File: config.mk
export PLATFORM = sky130hd
export DESIGN_NAME = jk_input_conditioner
export DESIGN_NICKNAME = d
export VERILOG_FILES = /design/src/rtl/jk_input_conditioner.sv
export SDC_FILE = /design/constraint.sdc
export NUM_CORES = 1
export LEC_CHECK = 0
export ABC_AREA = 1
export CAP_MARGIN = 20
export CORE_AREA = 2 2 102 202
export CTS_CLUSTER_DIAMETER = 60
export DETAILED_ROUTE_END_ITERATION = 12
export DIE_AREA = 0 0 104 204
export HOLD_SLACK_MARGIN = 0.08
export PLACE_DENSITY_LB_ADDON = 0.3
export SYNTH_ARGS = -nofsm -noshare
export SYNTH_HDL_FRONTEND = slang
export SYNTH_SLANG_ARGS = --single-unit
File: constraint.sdc
create_clock -name clk -period 11.2 [get_ports clk]
set_clock_uncertainty 0.2 [all_clocks]
set_input_delay 1.12 -clock clk [delete_from_list [all_inputs] [get_ports clk]]
set_output_delay 1.12 -clock clk [all_outputs]
set_load 0.02 [all_outputs]
File: src/rtl/jk_input_conditioner.sv
// Input front end for a JK flip-flop demo board: synchronizes and debounces the
// J/K switches, mode switch and step button, and generates a step clock-enable.
module jk_input_conditioner #(
    parameter int DEBOUNCE_CYCLES = 1_000_000,
    parameter int TICK_DIV        = 100_000_000
) (
    input  logic       clk,
    input  logic       rst,
    input  logic       sw_j,
    input  logic       sw_k,
    input  logic       btn_step,
    input  logic       sw_mode,
    output logic       J,
    output logic       K,
    output logic       step_en,
    output logic [7:0] step_cnt
);

    localparam int CNT_W = (DEBOUNCE_CYCLES > 1) ? $clog2(DEBOUNCE_CYCLES) : 1;
    localparam int PRE_W = $clog2(TICK_DIV);

    localparam logic [CNT_W-1:0] CNT_LAST = CNT_W'(DEBOUNCE_CYCLES - 1);
    localparam logic [PRE_W-1:0] PRE_LAST = PRE_W'(TICK_DIV - 1);
    localparam logic [PRE_W-1:0] PRE_PREV = PRE_W'(TICK_DIV - 2);

    // Bit map for all per-input vectors: 0 = J, 1 = K, 2 = step button, 3 = mode.
    logic [3:0]       raw;
    logic [3:0]       sync_p0;
    logic [3:0]       sync_p1;
    logic [3:0]       db;
    logic [CNT_W-1:0] db_cnt [4];

    logic             btn_prev;
    logic             mode_prev;
    logic [PRE_W-1:0] presc;
    logic             manual_rise;
    logic             mode_change;
    logic             auto_tick;

    assign raw = {sw_mode, btn_step, sw_k, sw_j};

    // Stage p0/p1: two-flop synchronizer per raw input
    always_ff @(posedge clk or posedge rst) begin
        if (rst) begin
            sync_p0 <= '0;
            sync_p1 <= '0;
        end else begin
            sync_p0 <= raw;
            sync_p1 <= sync_p0;
        end
    end

    // Debounce stage: a level is accepted after DEBOUNCE_CYCLES consecutive disagreements
    always_ff @(posedge clk or posedge rst) begin
        if (rst) begin
            db <= '0;
            for (int i = 0; i < 4; i++) begin
                db_cnt[i] <= '0;
            end
        end else begin
            for (int i = 0; i < 4; i++) begin
                if (sync_p1[i] == db[i]) begin
                    db_cnt[i] <= '0;
                end else if (db_cnt[i] == CNT_LAST) begin
                    db[i]     <= sync_p1[i];
                    db_cnt[i] <= '0;
                end else begin
                    db_cnt[i] <= db_cnt[i] + 1'b1;
                end
            end
        end
    end

    assign J = db[0];
    assign K = db[1];

    assign manual_rise = db[2] & ~btn_prev;
    assign mode_change = db[3] ^ mode_prev;
    // Registered step_en is high while presc sits at TICK_DIV-1, so decide one count early.
    assign auto_tick   = (presc == PRE_PREV);

    // Step stage: source select, prescaler and pulse counter
    always_ff @(posedge clk or posedge rst) begin
        if (rst) begin
            btn_prev  <= 1'b0;
            mode_prev <= 1'b0;
            presc     <= '0;
            step_en   <= 1'b0;
            step_cnt  <= '0;
        end else begin
            btn_prev  <= db[2];
            mode_prev <= db[3];
            if (mode_change) begin
                presc   <= '0;
                step_en <= 1'b0;
            end else if (db[3]) begin
                presc   <= '0;
                step_en <= manual_rise & ~step_en;
            end else begin
                presc   <= (presc == PRE_LAST) ? '0 : presc + 1'b1;
                step_en <= auto_tick & ~step_en;
            end
            if (step_en) begin
                step_cnt <= step_cnt + 1'b1;
            end
        end
    end

endmodule

# Yosys cells after proc, flatten, opt, wreduce, memory -nomap -nowiden
# Index checks and enable logic that the tools add are counted.
# classes
eq_ne	10
add_sub_neg	6
n_reduce_logical	4
bitwise_logic	10
muxes	13
# ops
operator	n
$mux 20	8
$mux 27	3
$add 20x1->20 const B	4
$eq 20x20->1 const B	4
$eq 27x27->1 const B	2
$add 27x1->27 const B	1
$add 8x1->8 const B	1
$reduce_and 2->1	4
$not 1->1	6
$eq 1x1->1	4
$and 1x1->1	3
$mux 1	2
$xor 1x1->1	1
# totals
output_inout_bits	11
input_bits	6
register_bits	130

# Depth between registers and ports, before layout
# depth
word_depth	5
depth_mapped	10
depth_no_buf	10

# Worst setup path after synthesis
# No wires, ideal clock.
# synth_timing
path_kind	reg2out
start	reg step_en
end	out step_en
required_time_ns	9.880
arrival_ns	0.506
path_stages_with_launch	1
setup_slack_ns	9.374
n_path_buf	0
cell_sequence	dfrtp_1
# synth_rtl
element	line_no	rtl
from (decl)	15	output logic step_en,
from (signal assigned)	98	step_en <= manual_rise & ~step_en;
from (signal assigned)	101	step_en <= auto_tick & ~step_en;
# No word-level cell between the ends.

# Worst setup path in the final report
# layout_timing
start	reg step_cnt[4]
end	out step_cnt[4]
# layout_rtl
element	line_no	rtl
from (decl)	16	output logic [7:0] step_cnt
from (signal assigned)	104	step_cnt <= step_cnt + 1'b1;
# No word-level cell between the ends.

==> results.json <==
{
  "mappedNetlistArea_um2": 6775,
  "cellLeakagePower_uw": 0.003607,
  "hp-class": "flip-flop to flip-flop",
  "yosys_register_bits": 130,
  "num_rows": 73,
  "detail-route-antenna-nets": 0,
  "drc": 0,
  "grt-ovfl-total": 0,
  "die_width_um": 104,
  "drt_iter0_markers": 178,
  "powerDensity_nw_per_um2": 139.8,
  "tns_ns": 0,
  "vias_per_cell": 4.508,
  "synth_cells": 884,
  "slowest_delay_ns": 0.70,
  "fmax_mhz": 351.6,
  "rsz0062_at_grt": "no",
  "cts.path.max_buffers": 2,
  "placeableCoreArea_um2": 19730,
  "status": "complete, no violations",
  "cp.required_ns": 9.88,
  "cts_hold_buf": 0,
  "slowest_stage": "clkdlybuf4s50_1",
  "area_growth_pct": 16.73,
  "critPathLaunchType": "flip-flop",
  "setup_viol": 0,
  "critPathKind": "flip-flop to output port",
  "cp-end-kind": "output port",
  "htreeDepth": 4,
  "power_uw": 1105,
  "fin_crit_ns": 2.844,
  "grt_start_max_net_pins": 75,
  "grt_antenna_before_repair": 0,
  "synth_warnings": 0,
  "start_util_pct": 34.34,
  "synth_top_area_share_pct": 48.01,
  "cts_sinks": 130,
  "cp_top_family": "buffers and inverters",
  "grt_pass1_wl_mm": 25.05,
  "drive_above_1_share_pct": 6.330,
  "hold_viol_final": 0,
  "worst_pin_slew_ns": 0.9263,
  "ir_drop_mv": 0.1742,
  "vias": 5382,
  "critPathMaxFanout": 4,
  "path_buf_inv": 1,
  "max_cap_viol_count": 0,
  "hold_slack_ns": 0.1454,
  "yosysTopAreaCell": "dfrtp_1",
  "synth_fp_nets": 897,
  "grt_pass1_vias": 5514,
  "path_cells": "clkdlybuf4s50_1",
  "layout.nets": 932,
  "critical_path_depth": 1,
  "final_common_cell": "nor2_1",
  "arrival_ns": 1.52,
  "dp_hpwl_mm": 10.83,
  "finalCritPeriodShare_pct": 25.39,
  "grt_usage_pct": 14.83,
  "finalMaxSlewViolations": 0,
  "drt-total-wl_mm": 14.46,
  "post_cts_buffers": 0,
  "cts_tree": "yes",
  "final_cell_mix": "nor2_1, nand2_1, dfrtp_1",
  "globalplace.congestion": 0.8367,
  "synth.avg_cell_area_um2": 7.664,
  "slew_headroom_pct": 38.25,
  "numPortBuffers": 16,
  "diodes": 0,
  "die_y_um": 204,
  "numCtsBuffers": 17,
  "insertion_delay_ns": 0.43,
  "netlist_top_cells_area": "dfrtp_1, nor2_1, nand2_1, xor2_1, inv_1",
  "die-area_um2": 21220,
  "yosys.cell_types.count": 28,
  "r2r_cells": 8,
  "cts_resized": 0,
  "wl_per_cell_um": 12.11,
  "ys_seq_area_share_pct": 48.01,
  "clockRootBuffer": "clkbuf_16",
  "min_path_cells": 0,
  "detail_route.first_pass.iterations": 4,
  "clk_pin_slew_ns": 0.06,
  "io_pins": 17
}
[worst reg2reg max path: cells and delay by family (launching register included)]
kind | cells | cell delay (ns)
flip-flops | 1 | 0.37
buffers and inverters | 1 | 0.13
adder cells (fa/ha/maj) | 1 | 0.20
AND/OR/NAND/NOR | 6 | 0.89
[flip-flops by register name, indices dropped and copies added, names as in the netlist]
register,flops
db_cnt,80
presc,27
step_cnt,8
db,4
sync_p0,4
sync_p1,4
btn_prev,1
mode_prev,1
step_en,1
[worst paths after layout]
check | start | end | slack (ns)
max | step_cnt[4]$_DFFE_PP0P_ | step_cnt[4] | 8.36
min | sync_p0[3]$_DFF_PP0_ | sync_p1[3]$_DFF_PP0_ | 0.15
max reg2reg | db_cnt[20]$_DFF_PP0_ | db_cnt[34]$_DFF_PP0_ | 9.29
min reg2reg | sync_p0[3]$_DFF_PP0_ | sync_p1[3]$_DFF_PP0_ | 0.15
max in group asynchronous | rst | db_cnt[58]$_DFF_PP0_ | 8.54
min in group asynchronous | rst | step_cnt[7]$_DFFE_PP0P_ | 0.91
[through the flow]
stage | worst slack, ns | cells | area, um2 | util (%)
after floorplan | 6.411 | 884 | 6775 | -
after global placement | 7.970 | 1162 | 7264 | 36.82
after detailed placement | 7.956 | 1162 | 7264 | 36.82
after CTS | 8.309 | 1194 | 7909 | 40.09
after global routing | 8.230 | 1194 | 7909 | 40.09
final | 8.356 | 1194 | 7909 | 40.09
[power breakdown]
group          switching [uW]  total (uW)  internal [uW]  leakage (uW)
Clock                     213         603            391      0.000317
Sequential               3.28         478            475       0.00177
Combinational            18.1        23.8           5.72       0.00152
[area by class of cell]
type / instances / area [um2]
Fill cell: 2064 / 11820
Sequential cell: 130 / 3253
Clock inverter: 12 / 177.7
Timing Repair Buffer: 17 / 167.7
Inverter: 112 / 430.4
Tap cell: 262 / 327.8
Clock buffer: 20 / 466.7
Multi-Input combinational cell: 641 / 3085
[synthesized netlist by cell type (all sizes together)]
cell      n
xor2     49
buf       1
nand2   205
inv     110
clkinv    2
xnor2    11
nor2    237
nor3     25
o21ai     5
a21oi    12
nor3b     5
a21o      1
nor4      1
nand3b    3
dfrtp   130
nand3    63
o21bai    4
ha        7
a31oi     1
nand4    12
[kinds of logic after synthesis]
family	synth area share, %
AOI/OAI and AO/OA	1.902
xor gates and xnor gates	7.756
adders and majority gates	1.293
buffers and inverters	6.445
DFF	48.01
and+or+nand+nor	34.59
[metal layers]
layer	track usage, %	routed length (um)	share of wire (%)	up-vias
met1	14.02	5407	37	2484
met3	4.050	565	3.9	33
met4	7.432	481	3.3	0
met5	0	0	0	-
met2	28.76	8000	55	69
li1	-	-	-	2796
No activity file was read; power rests on OpenSTA's default activity.
